$ cat config.mk
export PLATFORM = sky130hd
export DESIGN_NAME = ps2_ascii_fifo
export DESIGN_NICKNAME = d
export VERILOG_FILES = /design/src/rtl/ps2_pkg.sv /design/src/rtl/ps2_keymap.sv /design/src/rtl/ps2_ascii_fifo.sv
export SDC_FILE = /design/constraint.sdc
export NUM_CORES = 1
export LEC_CHECK = 0
export BUFFER_PORTS_ARGS = -buffer_cell sky130_fd_sc_hd__buf_2
export CAP_MARGIN = 30
export CORE_MARGIN = 3
export CORE_UTILIZATION = 60
export DETAILED_ROUTE_END_ITERATION = 16
export PLACE_DENSITY_LB_ADDON = 0.05
export SYNTH_ARGS = -nofsm -noshare
export SYNTH_HDL_FRONTEND = slang
export SYNTH_SLANG_ARGS = --single-unit
$ cat constraint.sdc
create_clock -name clock -period 3.18 [get_ports clock]
set_clock_uncertainty 0.2 [all_clocks]
set_input_delay 0.636 -clock clock [delete_from_list [all_inputs] [get_ports clock]]
set_output_delay 0.636 -clock clock [all_outputs]
set_load 0.02 [all_outputs]
$ cat src/rtl/ps2_pkg.sv
// Shared constants, state enum and keymap entry type for the
// PS/2 set-2 scancode to character pipeline.
package ps2_pkg;

  localparam logic [7:0] PFX_EXT = 8'hE0;
  localparam logic [7:0] PFX_BRK = 8'hF0;

  localparam logic [7:0] SC_LSHIFT = 8'h12;
  localparam logic [7:0] SC_RSHIFT = 8'h59;
  localparam logic [7:0] SC_CTRL   = 8'h14;
  localparam logic [7:0] SC_CAPS   = 8'h58;

  localparam logic [7:0] CH_CR    = 8'h0D;
  localparam logic [7:0] CH_BS    = 8'h08;
  localparam logic [7:0] CH_ESC   = 8'h1B;
  localparam logic [7:0] CH_TAB   = 8'h09;
  localparam logic [7:0] CH_DEL   = 8'h7F;
  localparam logic [7:0] CH_UP    = 8'h80;
  localparam logic [7:0] CH_DOWN  = 8'h81;
  localparam logic [7:0] CH_LEFT  = 8'h82;
  localparam logic [7:0] CH_RIGHT = 8'h83;
  localparam logic [7:0] CH_HOME  = 8'h84;
  localparam logic [7:0] CH_END   = 8'h85;

  typedef enum logic [1:0] {
    ST_IDLE,
    ST_EXT,
    ST_BRK,
    ST_EXTBRK
  } ps2_state_e;

  typedef struct packed {
    logic [7:0] base;
    logic [7:0] shifted;
    logic       is_letter;
  } keymap_t;

  // Keyboard self-test, ack, echo, resend and error bytes
  function automatic logic is_ignored(input logic [7:0] b);
    return b inside {8'hAA, 8'hFA, 8'hEE, 8'hFE, 8'h00, 8'hFF};
  endfunction

endpackage

$ cat src/rtl/ps2_keymap.sv
// US-layout set-2 keymap ROM: 7-bit scancode to base/shifted
// character pair plus a letter flag. Entry 00 means unmapped.
import ps2_pkg::*;

module ps2_keymap (
  input  logic [6:0] code,
  output logic [7:0] base,
  output logic [7:0] shifted,
  output logic       is_letter
);

  keymap_t e;

  function automatic keymap_t lt(input logic [7:0] c);
    return '{c, c - 8'h20, 1'b1};
  endfunction

  function automatic keymap_t ch(input logic [7:0] b,
                                 input logic [7:0] s);
    return '{b, s, 1'b0};
  endfunction

  always_comb begin
    e = '{8'h00, 8'h00, 1'b0};
    case (code)
      7'h15: e = lt("q");
      7'h1A: e = lt("z");
      7'h1B: e = lt("s");
      7'h1C: e = lt("a");
      7'h1D: e = lt("w");
      7'h21: e = lt("c");
      7'h22: e = lt("x");
      7'h23: e = lt("d");
      7'h24: e = lt("e");
      7'h2A: e = lt("v");
      7'h2B: e = lt("f");
      7'h2C: e = lt("t");
      7'h2D: e = lt("r");
      7'h31: e = lt("n");
      7'h32: e = lt("b");
      7'h33: e = lt("h");
      7'h34: e = lt("g");
      7'h35: e = lt("y");
      7'h3A: e = lt("m");
      7'h3B: e = lt("j");
      7'h3C: e = lt("u");
      7'h42: e = lt("k");
      7'h43: e = lt("i");
      7'h44: e = lt("o");
      7'h4B: e = lt("l");
      7'h4D: e = lt("p");
      7'h0E: e = ch(8'h60, 8'h7E);
      7'h16: e = ch("1", "!");
      7'h1E: e = ch("2", "@");
      7'h26: e = ch("3", "#");
      7'h25: e = ch("4", "$");
      7'h2E: e = ch("5", "%");
      7'h36: e = ch("6", "^");
      7'h3D: e = ch("7", "&");
      7'h3E: e = ch("8", "*");
      7'h46: e = ch("9", "(");
      7'h45: e = ch("0", ")");
      7'h4E: e = ch("-", "_");
      7'h55: e = ch("=", "+");
      7'h54: e = ch("[", "{");
      7'h5B: e = ch("]", "}");
      7'h5D: e = ch("\\", "|");
      7'h4C: e = ch(";", ":");
      7'h52: e = ch("'", "\"");
      7'h41: e = ch(",", "<");
      7'h49: e = ch(".", ">");
      7'h4A: e = ch("/", "?");
      7'h29: e = ch(" ", " ");
      7'h5A: e = ch(CH_CR, CH_CR);
      7'h66: e = ch(CH_BS, CH_BS);
      7'h76: e = ch(CH_ESC, CH_ESC);
      7'h0D: e = ch(CH_TAB, CH_TAB);
      default: e = '{8'h00, 8'h00, 1'b0};
    endcase
  end

  assign base      = e.base;
  assign shifted   = e.shifted;
  assign is_letter = e.is_letter;

endmodule

$ cat src/rtl/ps2_ascii_fifo.sv
// Scancode parser, modifier tracker and character FIFO.
// Caps Lock support is enabled by defining PS2ASCII_CAPSLOCK_EN.
import ps2_pkg::*;

module ps2_ascii_fifo #(
  parameter int DEPTH = 8
) (
  input  logic       clock,
  input  logic       reset_n,
  input  logic [7:0] ps2_data,
  input  logic       ps2_hit,
  output logic [7:0] out_data,
  output logic       out_valid,
  input  logic       out_ready,
  output logic       mod_shift,
  output logic       mod_ctrl,
  output logic       mod_caps,
  output logic       overflow
);

  localparam int AW = $clog2(DEPTH);
  localparam logic [AW:0] PTR_ONE = 1;

  ps2_state_e state_q, state_d;
  logic shl_q, shl_d, shr_q, shr_d;
  logic ctl_q, ctl_d, ctr_q, ctr_d;
  logic caps_q, caps_d;
  logic ev_wr_q, ev_wr_d;
  logic [7:0] ev_ch_q, ev_ch_d;
  logic ovf_q, ovf_d;
  logic [AW:0] wp_q, wp_d, rp_q, rp_d;
  logic [7:0] mem_q [DEPTH];
  logic [7:0] mem_d [DEPTH];

  logic mk, brk, ext, upper;
  logic empty, full, pop, push;
  logic [7:0] km_base, km_shift;
  logic km_letter;

  ps2_keymap u_keymap (
    .code      (ps2_data[6:0]),
    .base      (km_base),
    .shifted   (km_shift),
    .is_letter (km_letter)
  );

  always_comb begin
    state_d = state_q;
    mk  = 1'b0;
    brk = 1'b0;
    ext = 1'b0;
    if (ps2_hit) begin
      unique case (state_q)
        ST_IDLE: begin
          if (ps2_data == PFX_EXT) state_d = ST_EXT;
          else if (ps2_data == PFX_BRK) state_d = ST_BRK;
          else mk = !is_ignored(ps2_data);
        end
        ST_EXT: begin
          ext = 1'b1;
          if (ps2_data == PFX_BRK) state_d = ST_EXTBRK;
          else begin
            mk = 1'b1;
            state_d = ST_IDLE;
          end
        end
        ST_BRK: begin
          brk = 1'b1;
          state_d = ST_IDLE;
        end
        ST_EXTBRK: begin
          brk = 1'b1;
          ext = 1'b1;
          state_d = ST_IDLE;
        end
        default: state_d = ST_IDLE;
      endcase
    end
  end

  always_comb begin
    shl_d  = shl_q;
    shr_d  = shr_q;
    ctl_d  = ctl_q;
    ctr_d  = ctr_q;
    caps_d = caps_q;
    if (mk || brk) begin
      if (!ext && ps2_data == SC_LSHIFT) shl_d = mk;
      if (!ext && ps2_data == SC_RSHIFT) shr_d = mk;
      if (!ext && ps2_data == SC_CTRL) ctl_d = mk;
      if (ext && ps2_data == SC_CTRL) ctr_d = mk;
    end
`ifdef PS2ASCII_CAPSLOCK_EN
    if (mk && !ext && ps2_data == SC_CAPS) caps_d = !caps_q;
`else
    caps_d = 1'b0;
`endif
  end

  // Translation uses the modifier state from before this byte
  always_comb begin
    upper   = (shl_q | shr_q) ^ (caps_q & km_letter);
    ev_wr_d = 1'b0;
    ev_ch_d = 8'h00;
    if (mk && !ext && !ps2_data[7] && km_base != 8'h00) begin
      ev_wr_d = 1'b1;
      if ((ctl_q | ctr_q) && km_letter) ev_ch_d = km_base & 8'h1F;
      else ev_ch_d = upper ? km_shift : km_base;
    end else if (mk && ext) begin
      ev_wr_d = 1'b1;
      case (ps2_data)
        8'h75: ev_ch_d = CH_UP;
        8'h72: ev_ch_d = CH_DOWN;
        8'h6B: ev_ch_d = CH_LEFT;
        8'h74: ev_ch_d = CH_RIGHT;
        8'h6C: ev_ch_d = CH_HOME;
        8'h69: ev_ch_d = CH_END;
        8'h71: ev_ch_d = CH_DEL;
        8'h5A: ev_ch_d = CH_CR;
        default: ev_wr_d = 1'b0;
      endcase
    end
  end

  // A pop frees the head slot, so a full FIFO still takes the write
  always_comb begin
    empty = (wp_q == rp_q);
    full  = (wp_q[AW] != rp_q[AW]) &&
            (wp_q[AW-1:0] == rp_q[AW-1:0]);
    pop   = !empty && out_ready;
    push  = ev_wr_q && (!full || pop);
    ovf_d = ev_wr_q && full && !pop;
    wp_d  = push ? wp_q + PTR_ONE : wp_q;
    rp_d  = pop ? rp_q + PTR_ONE : rp_q;
    mem_d = mem_q;
    if (push) mem_d[wp_q[AW-1:0]] = ev_ch_q;
  end

  always_ff @(posedge clock or negedge reset_n) begin
    if (!reset_n) begin
      state_q <= ST_IDLE;
      shl_q   <= 1'b0;
      shr_q   <= 1'b0;
      ctl_q   <= 1'b0;
      ctr_q   <= 1'b0;
      caps_q  <= 1'b0;
      ev_wr_q <= 1'b0;
      ev_ch_q <= 8'h00;
      ovf_q   <= 1'b0;
      wp_q    <= '0;
      rp_q    <= '0;
      mem_q   <= '{default: 8'h00};
    end else begin
      state_q <= state_d;
      shl_q   <= shl_d;
      shr_q   <= shr_d;
      ctl_q   <= ctl_d;
      ctr_q   <= ctr_d;
      caps_q  <= caps_d;
      ev_wr_q <= ev_wr_d;
      ev_ch_q <= ev_ch_d;
      ovf_q   <= ovf_d;
      wp_q    <= wp_d;
      rp_q    <= rp_d;
      mem_q   <= mem_d;
    end
  end

  assign out_valid = !empty;
  assign out_data  = mem_q[rp_q[AW-1:0]];
  assign overflow  = ovf_q;
  assign mod_shift = shl_q | shr_q;
  assign mod_ctrl  = ctl_q | ctr_q;
  assign mod_caps  = caps_q;

endmodule
==> results of run 1 <==
## layer usage
metal / vias up / track usage [%]
met4: 0 / 23.4
li1: 2187 / -
met2: 274 / 59.2
met1: 2467 / 40.0
met5: - / 0
met3: 80 / 4.90
## state kept, by name, indices dropped and copies added (netlist names)
name,count
ev_ch_q,8
ev_wr_q,1
wp_q,4
overflow,1
ctr_q,1
state_q,2
shl_q,1
mem_q,64
ctl_q,1
shr_q,1
rp_q,4
## logic make-up (layout without fill, tap and decap cells)
logic type / Yosys count / count (layout) / share of synthesized area, %
AND/OR/NAND/NOR: 146 / 146 / 13.6
AO/OA/AOI/OAI: 129 / 129 / 16.2
multiplexers: 100 / 100 / 22.8
flip-flops: 88 / 88 / 38.7
buffers and inverters: 51 / 140 / 4.83
XOR/XNOR: 11 / 11 / 1.69
adder cells (fa/ha/maj): 10 / 10 / 2.20
other: 1 / 1 / 0.0658
## power by group
group          switching, uW  leakage, uW  internal, uW
registers                222      0.00120          1380
logic                    737      0.00178           714
clock network            405     0.000104           394
total                   1360      0.00308          2480
## timing repair
item,4_1_cts,5_1_grt
hold endpoints to repair,10,0
hold buffers,1,0
endpoints found under the setup margin,0,0
## worst min-delay path by stage
stage	to	slack, ns	from
global placement	wp_q[3]	0.28	wp_q[3]
global route	mem_q[2]	0.33	mem_q[2]
CTS	mem_q[5]	0.31	mem_q[5]
finish	ctr_q	0.31	ctr_q
floorplan	ctl_q	0.14	reset_n
detailed placement	mem_q[2]	0.29	mem_q[2]
## worst reg2reg max path, delay by kind of cell, from the launching register on
kind                      cells  cell delay [ns]
xor gates and xnor gates      1             0.20
buffers and inverters         1             0.35
DFF                           1             0.34
muxes                         1             0.44
and+or+nand+nor               4             0.89
## synth_stat cells (4+ instances only)
| library cell | number |
|---|---|
| nand3_1 | 20 |
| dfrtp_1 | 88 |
| buf_4 | 4 |
| o31ai_1 | 4 |
| nand4_1 | 8 |
| and2_1 | 6 |
| o21ai_1 | 6 |
| clkbuf_1 | 10 |
| a21oi_1 | 30 |
| inv_1 | 13 |
| a311oi_1 | 4 |
| ha_1 | 10 |
| buf_6 | 7 |
| nor2_1 | 31 |
| nand3b_1 | 5 |
| o311ai_0 | 4 |
| xnor2_1 | 10 |
| buf_2 | 13 |
| a31oi_1 | 9 |
| nand2b_1 | 8 |
| mux2i_1 | 8 |
| nor3_1 | 12 |
| nand2_1 | 27 |
| nor2b_1 | 9 |
| mux2_2 | 75 |
| mux4_2 | 16 |
| a211oi_1 | 6 |
| o21ai_0 | 15 |
| o22ai_1 | 10 |
## layout make-up
cell class | instances | share of cell area (%)
clock inverters | 6 | 1.09
clock buffers | 10 | 2.06
well taps | 126 | 2.36
repair buffers | 109 | 12.3
inverters | 15 | 0.844
flip-flops and latches | 88 | 33.0
multi-input cells | 397 | 48.3
## per-stage QoR
| step | TNS (ns) | power [uW] | std cells | instance area [sq um] |
|---|---|---|---|---|
| after floorplan | 0 | 2550 | 536 | 5700 |
| after detailed placement | -1.25 | 3010 | 734 | 6450 |
| after global placement | -0.534 | 2910 | 733 | 6420 |
| after global routing | 0 | 4030 | 751 | 6670 |
| after CTS | 0 | 3850 | 751 | 6670 |
| final | 0 | 3850 | 751 | 6670 |
==> run summary, run 1 <==
Status: completed
I/O Buffers: 23
CTS tree: done
Crit path DAT: 3.02 ns
RR Startpoint: rp_q[0]
Pwr/cell area: 577 nW/um^2
Critical Path End: ev_ch_q[2]
Largest net degree at the start of global routing: 61
Max IR drop VDD: 0.543 mV
Max Clk Rate: 334 MHz
Critical path depth: 12
CP cell instances: buf_2 > inv_1 > ha_1 > inv_1 > ha_1 > mux2i_1 > o21ai_1 > a21oi_1 > a221o_1 > or4_4 > o211ai_4 > o22ai_1
Hold WS: 0.307 ns
# Max-Cap Violations: 0
CP startpoint: ps2_data[1]
Leakage component of the power: 0.00308 uW
Worst slew margin: 53.5%
Synthesized area: 5700 sq um
Post CTS Setup Buffer Count: 0
Multi-input logic area: 3220 sq um
Worst reg2reg path depth: 7
Final period util: 94.3%
Filler cell count: 627
Worst EP required: 3.20 ns
Vias in the first global route: 5,138
Synth async-reset ratio: 100%
Clk_lat worst skew: 0.36 ns
Grt ovf: 0
FF-to-FF End: mem_q[30]
Critical path startpoint category: input port
Clock Sinks: 88
Core Region: 8980 sq um
Met3 routed WL: 1060 um
DR top layer: met4
Antenna diode count: 0
Final worst slack: 0.182 ns
Clock slew seen by the registers of the worst setup and hold paths: 0.09 ns
DR vias: 5,008
Post-DR wirelength/cell: 23.7 um
Fin. max-slew vios: 0
Register area: 2200 sq um
Count of final setup violators: 0
Io pins: 25
Post-route ant nets: 0
Slew at the pin closest to its max-slew limit: 0.691 ns
Hold depth: 1
Top post-synthesis cells by area: dfrtp_1, mux2_2, mux4_2
Most frequent cells in the layout: dfrtp_1, buf_4, mux2_2
CP top delay family: compound AO/OA/AOI/OAI gates
Number of synthesized flops with an enable pin: 0
CTS Buf Count: 9
HP Class: flop to flop
Die area: 10,700 sq um
Synthesis warning total: 0
Final routed DRC violation total: 0
Flop2flop setup slack: 0.64 ns
Clk root buf: clkbuf_8
CTS resizes: 0
Slowest cell delay on critical path: 0.50 ns
Crit end category: flop
Gpl congestion: 0.995
Seq/Total Area, Yosys: 38.7%
Leading cell type in the layout, fill and taps excluded: dfrtp_1
Met1 WL: 6770 um
WP buf/inv: 3
Synth top area share: 38.7%
Layout Area Growth over Synthesis: 17.1%
Row count: 34
Die W: 103 um
Post-Syn Instances: 536
Gr usage total: 34.6%
Initial antenna violation count: 0
Yosys reg bits: 88
Global-route wire length before repair: 27,600 um
1st-pass router iterations: 6
DIE HEIGHT: 103 um
Final hold vios: 0
Drt first-iter violations: 349
Nets@finish: 642
Top cell type by total area after synthesis: dfrtp_1
Syn nets: 558
Post-layout util: 74.3%
H-Tree Depth: 3
Slowest CP cell: or4_4
CP Class: input port to flop
Initial Util: 63.5%
Share of cells above drive strength 1: 37.0%
Met2 WL: 8780 um
DP HPWL: 13,000 um
CP Max Fanout: 8
RSZ-0062 raised after global routing: false
Syn Area/Cell: 10.6 sq um
Maximum clock path buffer count: 2
Synth cell types: 75
Top FF cell, synth: dfrtp_1
Min Tclk post-route: 3.00 ns
DR vias/cell: 6.67
Place WS: -0.182 ns
Drt total wl: 17,800 um
Note: power is estimated with default switching activity, not from simulation.
==> run 2, diff against run 1 <==
--- a/config.mk
+++ b/config.mk
@@ -7,6 +7,7 @@
 export LEC_CHECK = 0
 export BUFFER_PORTS_ARGS = -buffer_cell sky130_fd_sc_hd__buf_2
 export CAP_MARGIN = 30
+export CORE_ASPECT_RATIO = 1.1
 export CORE_MARGIN = 3
 export CORE_UTILIZATION = 60
 export DETAILED_ROUTE_END_ITERATION = 16
==> run 2 against run 1 <==
Against the previous run: maximum frequency down 2.1%; core utilization down 1.1 points; count of clock-buffer cells in the layout up 3; global-route usage down 1.2 points; non-clock buffer count down 2; register-to-register slack worse by 0.43 ns; first-iteration DRC count down 11%; cell area down 0.58%; critical endpoint is now out_data[2]; highest routed layer unchanged.
==> run summary, run 2 (synthesis results as in run 1) <==
CTS Hold Bufs: 1 (unchanged)
CTS Buf Count: 9 (unchanged)
Drt first-iter violations: 310 (-11%)
Slew at the pin closest to its max-slew limit: 0.806 ns (+0.115 ns)
Die W: 98.9 um (-4.4%)
FF-to-FF End: mem_q[5]
Final Cell Area: 6630 sq um (-0.58%)
Hold WS: 0.306 ns (-0.00103 ns)
HP Class: flop to flop
Sw Share: 33.4% (-2.0 points)
Sequential share of power: 42.1% (+0.6 points)
Clock Sinks: 88 (unchanged)
Global-route wire length before repair: 27,500 um (-0.30%)
Maximum clock path buffer count: 2 (unchanged)
Crit end category: output pin
CP startpoint: rp_q[1]
Clk root buf: clkbuf_8
Max Clk Rate: 326 MHz (-2.1%)
Count of final setup violators: 0 (unchanged)
Final worst slack: 0.116 ns (-0.0654 ns)
Multi-input logic area: 3220 sq um (unchanged)
Flop2flop setup slack: 0.21 ns (-0.43 ns)
1st-pass router iterations: 5 (-1)
H-Tree Depth: 3 (unchanged)
Core Region: 9050 sq um (+0.86%)
Drt total wl: 17,100 um (-4.1%)
Reg with most FFs: mem_q
Vias in the first global route: 5,098 (-0.78%)
Row count: 36 (+5.9%)
Worst slew margin: 46.3% (-7.3 points)
Largest net degree at the start of global routing: 79 (+30%)
Share of cells above drive strength 1: 36.3% (-0.68 points)
DIE HEIGHT: 108 um (+4.6%)
Final routed DRC violation total: 0 (unchanged)
Slowest cell delay on critical path: 0.87 ns (+0.37 ns)
Antenna diode count: 0 (unchanged)
CP top delay family: flip-flops
Non-Filler Instances: 737 (-1.9%)
Comb pwr share: 36.4% (-1.3 points)
Clk pwr share: 21.5% (+0.7 points)
Status: completed
Critical path startpoint category: flop
Initial Util: 62.9% (-0.54 points)
CTS tree: done
Grt ovf: 0 (unchanged)
Worst reg2reg path depth: 6 (-1)
CP Class: flop to output pin
Most frequent cells in the layout: dfrtp_1, buf_4, mux2_2
Place WS: -0.180 ns (+0.00142 ns)
RSZ-0062 raised after global routing: false
Max reg flops: 64 (unchanged)
Post-DR wirelength/cell: 23.2 um (-2.3%)
Leading cell type in the layout, fill and taps excluded: dfrtp_1
Clock slew seen by the registers of the worst setup and hold paths: 0.08 ns (about the same)
Layout Area Growth over Synthesis: 16.4%
Setup TNS: 0 ns (unchanged)
Post CTS Setup Buffer Count: 0 (unchanged)
# Max-Cap Violations: 0 (unchanged)
Crit path DAT: 2.23 ns (-0.79 ns)
Final hold vios: 0 (unchanged)
Die area: 10,700 sq um (about the same)
DR vias: 4,879 (-2.6%)
Worst EP required: 2.34 ns (-0.86 ns)
DR vias/cell: 6.62 (-0.73%)
Gr usage total: 33.4% (-1.2 points)
Initial antenna violation count: 0 (unchanged)
Pwr/cell area: 578 nW/um^2 (about the same)
Cell Area, Placed: 6400 sq um (-0.66%)
Filler cell count: 603 (-3.8%)
Max IR drop VDD: 0.332 mV (-39%)
Io pins: 25 (unchanged)
I/O Buffers: 23 (unchanged)
CP Max Fanout: 17 (+9)
Slowest CP cell: dfrtp_1
Final period util: 96.3% (+2.1 points)
Nets@finish: 640 (-0.31%)
Cell Int Power: 2550 uW (+2.6%)
Largest registers: mem_q: 64 flops, ev_ch_q: 8 flops
Leakage component of the power: 0.00307 uW (-0.30%)
Critical Path End: out_data[2]
P_sw: 1280 uW (-6.1%)
Cells after DPL: 720 (-1.9%)
RR Startpoint: rp_q[1]
Register area: 2200 sq um (unchanged)
WP buf/inv: 2 (-1)
DP HPWL: 12,700 um (-2.0%)
Gpl congestion: 0.997 (+0.21%)
CP cell instances: buf_4 > mux4_2 > mux2_2 > buf_2
Critical path depth: 4 (-8)
Fin. max-slew vios: 0 (unchanged)
CTS resizes: 0 (unchanged)
Post-route ant nets: 0 (unchanged)
Min Tclk post-route: 3.06 ns (+0.0654 ns)
Clk_lat worst skew: 0.35 ns (about the same)
[run 2: cell type report]
type | count | share of cell area [%]
inverters | 15 | 0.849
flip-flops and latches | 88 | 33.2
multi-input cells | 397 | 48.5
repair buffers | 107 | 12.0
clock buffers | 13 | 2.25
well taps | 114 | 2.15
clock inverters | 3 | 0.982
[run 2: how the worst min path moves through the flow]
stage | slack [ns] | end | cells after the start | from
finish | 0.31 | mem_q[8] | 1 | mem_q[8]
global route | 0.32 | mem_q[12] | 1 | mem_q[12]
CTS | 0.31 | mem_q[43] | 1 | mem_q[43]
detailed placement | 0.28 | wp_q[3] | 1 | wp_q[3]
global placement | 0.28 | mem_q[10] | 1 | mem_q[10]
floorplan | 0.14 | ctl_q | 0 | reset_n
[run 2: routing by layer]
metal	track usage, %	vias up	part of all wire [%]
li1	-	2188	-
met1	38.1	2382	37
met2	59.4	234	52
met3	4.90	75	5.4
met4	19.6	0	6.2
met5	0	-	0
[run 2: power groups by stage]
stage / registers, uW / clock network (uW) / logic (uW)
final: 1610 / 821 / 1390
after detailed placement: 1620 / 0 / 1370
after global placement: 1590 / 0 / 1310
after floorplan: 1490 / 0 / 1050
after global routing: 1640 / 882 / 1500
after CTS: 1610 / 840 / 1390
[run 2: stage by stage]
| step | power (uW) | utilization, % |
|---|---|---|
| finish | 3830 | 73.2 |
| detailed placement | 2990 | 70.7 |
| CTS | 3840 | 73.2 |
| floorplan | 2550 | - |
| global route | 4020 | 73.2 |
| global placement | 2900 | 70.4 |
